===== config.mk =====
export PLATFORM = sky130hd
export DESIGN_NAME = paddle_color_calib_ctrl
export DESIGN_NICKNAME = d
export VERILOG_FILES = /design/src/rtl/paddle_color_calib_ctrl.sv
export SDC_FILE = /design/constraint.sdc
export NUM_CORES = 1
export LEC_CHECK = 0
export ABC_AREA = 1
export CAP_MARGIN = 5
export CELL_PAD_IN_SITES_DETAIL_PLACEMENT = 1
export CELL_PAD_IN_SITES_GLOBAL_PLACEMENT = 1
export CORE_MARGIN = 2
export CORE_UTILIZATION = 43
export DETAILED_ROUTE_END_ITERATION = 6
export PLACE_DENSITY = 0.83
export SYNTH_ARGS = -nofsm -noshare
export SYNTH_HDL_FRONTEND = slang
export SYNTH_SLANG_ARGS = --single-unit
export TNS_END_PERCENT = 1

===== constraint.sdc =====
create_clock -name clk -period 4 [get_ports clk]
set_clock_uncertainty 0.15 [all_clocks]
set_input_delay 0.4 -clock clk [delete_from_list [all_inputs] [get_ports clk]]
set_output_delay 0.4 -clock clk [all_outputs]
set_load 0.02 [all_outputs]

===== src/rtl/paddle_color_calib_ctrl.sv =====
// Pixel qualifier and U/V calibration sequencer for the paddle localization datapath.
// Produces img_in_valid/frameCode strobes and loads colour targets from a screen-centre box average.
//
// state   | meaning
// --------+----------------------------------------------------------
// S_IDLE  | no calibration; waits for a cal_req pulse
// S_ARM   | colour latched; waits for the next frame start
// S_ACCUM | summing U/V over the calibration box
// S_WRITE | loads the averaged targets and raises cal_done
module paddle_color_calib_ctrl #(
    parameter int THRESH_WIDTH = 6,
    parameter int ACTIVE_ROWS  = 480,
    parameter int ACTIVE_COLS  = 640,
    parameter int BOX_LOG2     = 3,
    parameter int BOX_ROW0     = 236,
    parameter int BOX_COL0     = 316,
    parameter logic [THRESH_WIDTH-1:0] U1_DEFAULT = '0,
    parameter logic [THRESH_WIDTH-1:0] V1_DEFAULT = '0,
    parameter logic [THRESH_WIDTH-1:0] U2_DEFAULT = '0,
    parameter logic [THRESH_WIDTH-1:0] V2_DEFAULT = '0
) (
    input  logic                    clk,
    input  logic                    reset_n,
    input  logic                    pix_valid,
    input  logic [10:0]             row,
    input  logic [11:0]             col,
    input  logic [8:0]              U,
    input  logic [8:0]              V,
    input  logic [1:0]              cal_req,
    output logic                    img_in_valid,
    output logic                    frameCode,
    output logic [THRESH_WIDTH-1:0] uTarget1,
    output logic [THRESH_WIDTH-1:0] vTarget1,
    output logic [THRESH_WIDTH-1:0] uTarget2,
    output logic [THRESH_WIDTH-1:0] vTarget2,
    output logic                    busy,
    output logic                    cal_done
);

    localparam int SW = 9 + 2 * BOX_LOG2;
    localparam int CW = 2 * BOX_LOG2 + 1;
    localparam int NS = 2 ** (2 * BOX_LOG2);
    localparam int BOX_SIDE = 2 ** BOX_LOG2;

    localparam logic [10:0] ROWS_L     = 11'(ACTIVE_ROWS);
    localparam logic [11:0] COLS_L     = 12'(ACTIVE_COLS);
    localparam logic [10:0] BOX_R_LO   = 11'(BOX_ROW0);
    localparam logic [10:0] BOX_R_HI   = 11'(BOX_ROW0 + BOX_SIDE - 1);
    localparam logic [11:0] BOX_C_LO   = 12'(BOX_COL0);
    localparam logic [11:0] BOX_C_HI   = 12'(BOX_COL0 + BOX_SIDE - 1);
    localparam logic [CW-1:0] NS_L     = CW'(NS);
    localparam logic [CW-1:0] ONE_CNT  = CW'(1);

    typedef enum logic [1:0] {S_IDLE, S_ARM, S_ACCUM, S_WRITE} state_t;

    state_t r_state;
    state_t w_state_nxt;

    logic                    r_img_in_valid;
    logic                    r_frame_code;
    logic                    r_cal_done;
    logic                    r_sel;
    logic signed [SW-1:0]    r_sum_u;
    logic signed [SW-1:0]    r_sum_v;
    logic [CW-1:0]           r_cnt;
    logic [THRESH_WIDTH-1:0] r_u1, r_v1, r_u2, r_v2;

    logic                    w_active;
    logic                    w_frame_start;
    logic                    w_in_box;
    logic                    w_clr;
    logic                    w_load;
    logic                    w_acc;
    logic                    w_wr;
    logic                    w_busy;
    logic [CW-1:0]           w_cnt_nxt;
    logic signed [SW-1:0]    w_u_ext;
    logic signed [SW-1:0]    w_v_ext;

    assign w_active      = pix_valid && (row < ROWS_L) && (col < COLS_L);
    assign w_frame_start = pix_valid && (row == 11'd0) && (col == 12'd0);
    assign w_in_box      = pix_valid && (row >= BOX_R_LO) && (row <= BOX_R_HI)
                                     && (col >= BOX_C_LO) && (col <= BOX_C_HI);

    assign w_u_ext = {{(SW-9){U[8]}}, U};
    assign w_v_ext = {{(SW-9){V[8]}}, V};

    // Sample count as it will stand after this cycle; a frame start reloads it.
    always_comb begin
        w_cnt_nxt = r_cnt;
        if (w_load) begin
            w_cnt_nxt = w_in_box ? ONE_CNT : '0;
        end else if (w_acc) begin
            w_cnt_nxt = r_cnt + ONE_CNT;
        end
    end

    always_ff @(posedge clk or negedge reset_n) begin
        if (!reset_n) begin
            r_state <= S_IDLE;
        end else begin
            r_state <= w_state_nxt;
        end
    end

    always_comb begin
        w_state_nxt = r_state;
        case (r_state)
            S_IDLE: begin
                if (cal_req != 2'b00) begin
                    w_state_nxt = S_ARM;
                end
            end
            S_ARM: begin
                if (w_frame_start) begin
                    w_state_nxt = (w_cnt_nxt == NS_L) ? S_WRITE : S_ACCUM;
                end
            end
            S_ACCUM: begin
                if ((w_load || w_acc) && (w_cnt_nxt == NS_L)) begin
                    w_state_nxt = S_WRITE;
                end
            end
            S_WRITE: begin
                w_state_nxt = S_IDLE;
            end
            default: begin
                w_state_nxt = S_IDLE;
            end
        endcase
    end

    always_comb begin
        w_busy = 1'b0;
        w_clr  = 1'b0;
        w_load = 1'b0;
        w_acc  = 1'b0;
        w_wr   = 1'b0;
        case (r_state)
            S_IDLE: begin
                w_clr = (cal_req != 2'b00);
            end
            S_ARM: begin
                w_busy = 1'b1;
                w_load = w_frame_start;
            end
            S_ACCUM: begin
                w_busy = 1'b1;
                w_load = w_frame_start;
                w_acc  = w_in_box && !w_frame_start;
            end
            S_WRITE: begin
                w_busy = 1'b1;
                w_wr   = 1'b1;
            end
            default: begin
                w_busy = 1'b0;
            end
        endcase
    end

    always_ff @(posedge clk or negedge reset_n) begin
        if (!reset_n) begin
            r_img_in_valid <= 1'b0;
            r_frame_code   <= 1'b0;
        end else begin
            r_img_in_valid <= w_active;
            r_frame_code   <= r_frame_code ^ w_frame_start;
        end
    end

    always_ff @(posedge clk or negedge reset_n) begin
        if (!reset_n) begin
            r_sel   <= 1'b0;
            r_sum_u <= '0;
            r_sum_v <= '0;
            r_cnt   <= '0;
        end else if (w_clr) begin
            r_sel   <= ~cal_req[0];
            r_sum_u <= '0;
            r_sum_v <= '0;
            r_cnt   <= '0;
        end else if (w_load) begin
            r_sum_u <= w_in_box ? w_u_ext : '0;
            r_sum_v <= w_in_box ? w_v_ext : '0;
            r_cnt   <= w_cnt_nxt;
        end else if (w_acc) begin
            r_sum_u <= r_sum_u + w_u_ext;
            r_sum_v <= r_sum_v + w_v_ext;
            r_cnt   <= w_cnt_nxt;
        end
    end

    // The sum cannot overflow, so the top bits of the sum are exactly the top bits of the 9-bit average.
    always_ff @(posedge clk or negedge reset_n) begin
        if (!reset_n) begin
            r_u1       <= U1_DEFAULT;
            r_v1       <= V1_DEFAULT;
            r_u2       <= U2_DEFAULT;
            r_v2       <= V2_DEFAULT;
            r_cal_done <= 1'b0;
        end else begin
            r_cal_done <= w_wr;
            if (w_wr && !r_sel) begin
                r_u1 <= r_sum_u[SW-1 -: THRESH_WIDTH];
                r_v1 <= r_sum_v[SW-1 -: THRESH_WIDTH];
            end
            if (w_wr && r_sel) begin
                r_u2 <= r_sum_u[SW-1 -: THRESH_WIDTH];
                r_v2 <= r_sum_v[SW-1 -: THRESH_WIDTH];
            end
        end
    end

    assign img_in_valid = r_img_in_valid;
    assign frameCode    = r_frame_code;
    assign uTarget1     = r_u1;
    assign vTarget1     = r_v1;
    assign uTarget2     = r_u2;
    assign vTarget2     = r_v2;
    assign busy         = w_busy;
    assign cal_done     = r_cal_done;

endmodule


# == After elaboration in Yosys (flattened, before gate mapping) ==
# Cells that the tools add are included.
# word_totals
regBits,67
output_inout_bits,28
# op_classes
add_sub_neg,3
n_lt_le_gt_ge,6
eq_ne,7
mux,24
n_bitwise,2
n_reduce_logical,23
# ops
cell,n
$mux 15,8
$mux 7,5
$add 15x9->15,2
$ge 12x9->1 const B,1
$le 12x9->1 const B,1
$logic_and 1x1->1,12
$logic_not 12->1,1
$lt 12x10->1 const B,1
$ge 11x8->1 const B,1
$le 11x8->1 const B,1
$logic_not 11->1,1
$lt 11x9->1 const B,1
$pmux 2 s4,1
$add 7x1->7 const B,1
$eq 7x7->1 const B,1
$mux 1,7
$mux 2,3
$ne 2x2->1 const B,3
$eq 2x2->1 const B,2
$reduce_and 3->1,1
$reduce_bool 3->1,1
$reduce_or 3->1,1
$eq 2x1->1 const B,1
$logic_not 1->1,2
6 further kinds,6

# == Depth between registers and ports, before layout ==
# Gate-level depths: netlist of run 1.
# depth
depth_word,13
ltp_mapped,18
ltp_nobuf,18

# == Worst setup path after synthesis of run 1 ==
# Ideal clock, no wire load.
# synth_path
path_type,in2reg
startpoint,input port V[0]
endpoint,register r_sum_v[12]
setup_ps,101
t_arrival_ps,1935
path_slack_ps,1814
stages,10
path_buffers,0
cell_sequence,ha_1 -> fa_1 -> nand3_1 -> nand2_1 -> a21oi_1 -> o21ai_0 -> nand3_1 -> nand2_1 -> xor2_1 -> o32ai_1
# synth_via
elab_chain_cells,4
# synth_lines
element,line,source
from (decl),28,"input logic [8:0] V,"
$add 15x9->15,189,r_sum_v <= r_sum_v + w_v_ext;
$mux 15,187,end else if (w_acc) begin
$mux 15,183,end else if (w_load) begin
$mux 15,178,end else if (w_clr) begin
to (signal assigned),185,r_sum_v <= w_in_box ? w_v_ext : '0;
to (signal assigned),189,
to (decl),64,logic signed [SW-1:0] r_sum_v;
# No other way between the ends. The select of a mux whose other input is x is not followed.
# A chain may end at the register's enable or synchronous reset.

# == Worst setup path in the final report of run 1 ==
# layout_path
startpoint,input port row[2]
endpoint,register r_sum_v[14]
# layout_via
elab_chain_cells,8
word_cells_on_any_way,17
cone_classes,order compare: 2; mux: 5; reduce/logical: 10
# layout_lines
element,line,source
from (decl),25,"input logic [10:0] row,"
$ge 11x8->1,82,assign w_in_box = pix_valid && (row >= BOX_R_LO) && (row <= BOX_R_HI)
$logic_and 1x1->1 (2 in series),82,
$logic_and 1x1->1 (2 in series),83,&& (col >= BOX_C_LO) && (col <= BOX_C_HI);
$mux 15 / $logic_and 1x1->1 (equally long branches),"185, 150",
$mux 15 / $mux 1 (equally long branches),"183, 139",
$mux 15 / $reduce_bool 3->1 (equally long branches),n/a,
# Parallel ways exist; a longest one is shown, timed or not.

==> run summary, run 1 <==
Post-Syn Nets - 645
Worst skew pair latency - 360 ps
Post-Syn Area per Cell - 8.03 um2
Post-route cell area - 5590 um2
VDD IR max - 203 uV
Initial antenna violation count - 0
Pwr dens - 359 nW/um2
NumNets Final - 721
Synth warn - 0
Post-Place Worst Slack - 865 ps
Slowest stage delay, CP - 420 ps
Slew Viols, Final - 0
Fin crit period - 2820 ps
Final worst-path cycle share - 70.4%
CTS buffer count - 9
Row count - 37
Port Buf Inserts - 73
Gate count of the mapped netlist - 564
Buffers & Inverters on Critical Path - 5
CP dominant cell by count - inv_1
CTS tree - built
Library cells used by synthesis - 46
Min-Delay Path Class - reg2reg
Sequential area share after synthesis - 37.0%
Maxcap violations - 0
Worst Path Arrival - 2940 ps
Die width - 107 um
Final worst setup slack - 1180 ps
Setup TNS - 0 ps
Largest net degree at the start of global routing - 38
Cells along the critical path - clkdlybuf4s50_1 > inv_1 > nand2_1 > inv_1 > nand3_1 > nor3_1 > nand4_2 > nand2_2 > nand2_2 > inv_2 > nand2_1 > inv_1 > o21ai_0 > o21ai_0
Post-CTS Setup Bufs - 0
Top delay family on crit path - simple AND/OR/NAND/NOR gates
Slew headroom - 52.6%
Reg clk slew, reported paths - 80 ps
Gr ovfl total - 0
Initial Util - 44.0%
Vias - 4,219
Placer Congestion - 0.868
GRT Overall Usage - 23.6%
# DRC - 0
Max clock buf depth - 2
Post-DRT Antenna Nets - 0
Router iterations before antenna repair - 5
Crit. End Element - flop
CTS sink count - 67
Worst Tran Pin Value - 711 ps
First-pass GRT wire length - 21,400 um
Vias in the first global route - 4,516
Post-Synthesis Cell Area - 4530 um2
Slowest cell on crit path - clkdlybuf4s50_1
Pleak - 2.70 nW
Tot Pwr - 2.01 mW
Layout Area Growth over Synthesis - 23.4%
Final Util - 54.4%
Wire per inst - 16.3 um
RSZ-0062 raised after global routing - no
Critical Path RT - 4130 ps
Aggregate routed wire length - 12,800 um
Fillcell total - 1,287
Final setup viols - 0
H-tree level count - 3
Placement Cell Area - 5380 um2
Total core area - 10,300 um2
Crit path max fanout - 16
Crit Path Class - in2reg
Final hold violation count - 0
Share of cells above drive strength 1 - 9.30%
I/O Pins - 74
Yosys reg bits - 67
Max frequency - 355 MHz
Die ar. - 11,400 um2
Drt first-iter violations - 140
Vias per cell - 5.40
Status - finished clean
ANT cells - 0
Detailed Place HPWL - 9880 um
Die H - 107 um
Clock Root Buffer - clkbuf_8
CP Launch Type - input port
[layout by cell type, fill, tap and decap left out, drive strengths merged, types with 10 or more instances in the layout]
| cell | netlist | layout |
|---|---|---|
| nand2 | 117 | 117 |
| clkdlybuf4s50 | 0 | 72 |
| inv | 67 | 69 |
| dfrtp | 67 | 67 |
| nor2 | 54 | 54 |
| o21ai | 47 | 47 |
| nand3 | 42 | 42 |
| a21oi | 36 | 36 |
| ha | 33 | 33 |
| xnor2 | 11 | 11 |
| xor2 | 11 | 11 |
| nor3 | 10 | 10 |
[stage by stage]
step	std cells	hold WS, ps
final	781	334
after global routing	781	352
after CTS	781	337
after detailed placement	764	312
after global placement	764	320
after floorplan	564	-45.6
[cell families (layout without fill, tap and decap cells)]
logic type | after synthesis | count (layout) | synth area share, %
buf+inv | 82 | 163 | 7.38
flops | 67 | 67 | 37.0
simple gates | 235 | 235 | 24.0
compound gates | 123 | 123 | 17.3
xor+xnor | 22 | 22 | 4.26
fa+ha+maj | 35 | 35 | 10.0
[where the power goes]
group	internal (mW)	switching [mW]	leakage, nW
registers	0.742	0.0462	0.928
clock network	0.292	0.292	0.104
logic	0.244	0.392	1.67
total	1.28	0.730	2.70
[sequential cells by signal, summed over array words and instances, names as in the netlist]
register      count
cal_done          1
r_sel             1
uTarget1          6
r_state           2
frameCode         1
vTarget1          6
r_sum_u          15
img_in_valid      1
r_cnt             7
r_sum_v          15
vTarget2          6
uTarget2          6
[area by class of cell]
| class | instances | area, um2 | area share (%) |
|---|---|---|---|
| clock buffer | 9 | 124 | 2.22 |
| clock inverter | 7 | 75.1 | 1.34 |
| inverter | 69 | 260 | 4.66 |
| multi-input combinational | 415 | 2520 | 45.0 |
| sequential | 67 | 1680 | 30.0 |
| tap | 136 | 170 | 3.05 |
| timing repair buffer | 78 | 766 | 13.7 |
[what timing repair did]
action / CTS / global route
hold buffers: 1 / 0
resized for setup: 0 / 0
hold endpoints to repair: 30 / 0
[synth_stat cells (all sizes together)]
| master | number | area [um2] |
|---|---|---|
| nand2 | 117 | 464 |
| dfrtp | 67 | 1680 |
| inv | 67 | 251 |
| nor2 | 54 | 251 |
| o21ai | 47 | 235 |
| nand3 | 42 | 225 |
| a21oi | 36 | 184 |
| ha | 33 | 413 |
| xnor2 | 11 | 96.3 |
| xor2 | 11 | 96.3 |
| nor3 | 10 | 60.1 |
| o31ai | 9 | 92.6 |
| a32o | 8 | 80.1 |
| buf | 8 | 55.1 |
| nand4 | 8 | 56.3 |
| o32ai | 6 | 60.1 |
| clkbuf | 5 | 18.8 |
| a21o | 4 | 30.0 |
| nand3b | 4 | 30.0 |
| o21bai | 3 | 22.5 |
| a22o | 2 | 17.5 |
| clkinv | 2 | 8.75 |
| fa | 2 | 40.0 |
| a211oi | 1 | 7.51 |
| a21boi | 1 | 7.51 |
| a221oi | 1 | 8.76 |
| a31o | 1 | 8.76 |
| a31oi | 1 | 6.26 |
| a32oi | 1 | 8.76 |
| o211ai | 1 | 7.51 |
| o22ai | 1 | 6.26 |
[metal layers]
layer / global-route usage, % / vias up / wire [um]
li1: - / 2062 / -
met1: 27.8 / 2082 / 5440
met2: 44.4 / 58 / 6860
met3: 3.59 / 17 / 298
met4: 6.40 / 0 / 157
met5: 0 / - / 0
[worst paths after layout]
check                      slack (ps)              startpoint                       to  depth (start not counted)
min                               330     frameCode$_DFF_PN0_      frameCode$_DFF_PN0_                          1
max in group asynchronous        2250                 reset_n  r_sum_u[13]$_DFFE_PN0P_                          3
min reg2reg                       330     frameCode$_DFF_PN0_      frameCode$_DFF_PN0_                          1
min in group asynchronous         480                 reset_n  vTarget2[0]$_DFFE_PN0P_                          2
max                              1180                  row[2]  r_sum_v[14]$_DFFE_PN0P_                         14
max reg2reg                      1210  r_state[0]$_DFFE_PN0P_  r_sum_v[14]$_DFFE_PN0P_                         10
(Power assumes the default switching activity.)
==> run 2, diff against run 1 <==
--- a/config.mk
+++ b/config.mk
@@ -10,9 +10,9 @@
 export CELL_PAD_IN_SITES_DETAIL_PLACEMENT = 1
 export CELL_PAD_IN_SITES_GLOBAL_PLACEMENT = 1
 export CORE_MARGIN = 2
-export CORE_UTILIZATION = 43
+export CORE_UTILIZATION = 40
 export DETAILED_ROUTE_END_ITERATION = 6
-export PLACE_DENSITY = 0.83
+export PLACE_DENSITY = 0.78
 export SYNTH_ARGS = -nofsm -noshare
 export SYNTH_HDL_FRONTEND = slang
 export SYNTH_SLANG_ARGS = --single-unit
==> constraint.sdc (replaced) <==
create_clock -name clk -period 2.85 [get_ports clk]
set_clock_uncertainty 0.15 [all_clocks]
set_input_delay 0.285 -clock clk [delete_from_list [all_inputs] [get_ports clk]]
set_output_delay 0.285 -clock clk [all_outputs]
set_load 0.02 [all_outputs]
==> run 2 against run 1 <==
Compared with the run above: the run now ends with hold timing left; critical endpoint is now r_sum_v[11]$_DFFE_PN0P_; largest cell class unchanged; largest power group unchanged; combinational power rose by 42%; total power is 52% higher; sequential power increased by 41%; non-clock buffer count rose by 6.
==> run summary, run 2 (synthesis results as in run 1) <==
Drt first-iter violations - 140
VDD IR max - 384 uV
I/O Pins - 74
Fin crit period - 2580 ps
Reg clk slew, reported paths - 60 ps
Most frequent cells in the layout - 107 x nand2_1, 72 x clkdlybuf4s50_1, 67 x dfrtp_1
Fillcell total - 1,366
Post-DRT Antenna Nets - 0
# DRC - 0
Largest net degree at the start of global routing - 68
Min-Delay Path Class - in2async
Failing checks - hold timing
Hold Buf Count CTS - 0
R2r setup slk - 270 ps
Initial antenna violation count - 0
Aggregate routed wire length - 12,800 um
Setup TNS - 0 ps
Die width - 110 um
Crit Path Class - reg2reg
Max frequency - 388 MHz
Initial Util - 41.4%
Wire per inst - 16.3 um
Status - finished with violations
Slew Viols, Final - 0
Vias per cell - 5.33
Final setup viols - 0
NumNets Final - 727
First-pass GRT wire length - 21,700 um
Worst Path Arrival - 2670 ps
Cell count after placement - 775
Router iterations before antenna repair - 5
Row count - 38
Die H - 110 um
Detailed Place HPWL - 9660 um
Final hold violation count - 2
Worst Tran Pin Value - 876 ps
Slew headroom - 41.6%
Final worst-path cycle share - 90.5%
CP Launch Type - flop
Final Util - 52.3%
ANT cells - 0
Layout Area Growth over Synthesis - 26.3%
Critical Path RT - 2950 ps
Max clock buf depth - 2
Worst skew pair latency - 340 ps
Post-CTS Resized - 0
RSZ-0062 raised after global routing - no
Crit path max fanout - 4
GRT Overall Usage - 23.1%
Clock Root Buffer - clkbuf_16
Non-filler cells, final - 790
Die ar. - 12,200 um2
Vias - 4,214
Placer Congestion - 0.914
Worst hold slack - -6.84 ps
CTS tree - built
Pwr dens - 534 nW/um2
Total core area - 10,900 um2
Vias in the first global route - 4,587
Maxcap violations - 0
Pleak - 2.76 nW
Most common cell after layout, fill and taps aside - nand2_1
Gr ovfl total - 0
H-tree level count - 3
Share of cells above drive strength 1 - 10.2%
CTS sink count - 67
Post-CTS Setup Bufs - 0
CTS buffer count - 9
Crit. End Element - flop
Port Buf Inserts - 73
Largest registers - r_sum_u: 15 flops, r_sum_v: 15 flops, r_cnt: 7 flops
## run 2: worst max-delay path, cell delays in order (launching register included)
cell and delay, ps:
dfrtp_1 380, ha_1 340, a21oi_1 170, nand2_1 100
a21oi_1 280, o21ai_0 170, a21boi_0 320, o21ai_0 200
xnor2_1 180, o31ai_2 200
## run 2: report_power, final
| group | leakage, nW | switching (mW) | internal (mW) | total (mW) |
|---|---|---|---|---|
| Sequential | 0.928 | 0.0651 | 1.04 | 1.11 |
| Clock | 0.137 | 0.414 | 0.629 | 1.04 |
| Combinational | 1.69 | 0.552 | 0.348 | 0.900 |
| Total | 2.76 | 1.03 | 2.02 | 3.05 |
## run 2: layer usage
metal / track usage, % / wire, um / share of wire (%)
met5: 0 / 0 / 0
met4: 6.96 / 182 / 1.4
met3: 4.29 / 301 / 2.3
met2: 43.0 / 6870 / 54
met1: 26.6 / 5480 / 43
## run 2: area by class of cell
class / instances / area [um2] / share of cell area, %
Clock buffer: 11 / 253 / 4.42
Clock inverter: 4 / 26.3 / 0.460
Inverter: 69 / 260 / 4.55
Multi-Input combinational cell: 415 / 2520 / 44.0
Sequential cell: 67 / 1680 / 29.3
Tap cell: 140 / 175 / 3.06
Timing Repair Buffer: 84 / 808 / 14.1
## run 2: worst paths after layout
kind,from,endpoint,cells after the start
max,r_sum_v[2]$_DFFE_PN0P_,r_sum_v[11]$_DFFE_PN0P_,9
min,reset_n,uTarget1[4]$_DFFE_PN0P_,2
max reg2reg,r_sum_v[2]$_DFFE_PN0P_,r_sum_v[11]$_DFFE_PN0P_,9
min reg2reg,frameCode$_DFF_PN0_,frameCode$_DFF_PN0_,1
max in group asynchronous,reset_n,r_sum_v[5]$_DFFE_PN0P_,2
min in group clk,frameCode$_DFF_PN0_,frameCode$_DFF_PN0_,1
## run 2: stage by stage
step | total power, mW | cell area [um2] | worst slack, ps
after global placement | 2.00 | 5440 | 164
after floorplan | 1.64 | 4530 | 711
after global routing | 3.23 | 5720 | 18.9
after CTS | 3.09 | 5720 | 261
after detailed placement | 2.03 | 5440 | 39.7
final | 3.05 | 5720 | 271
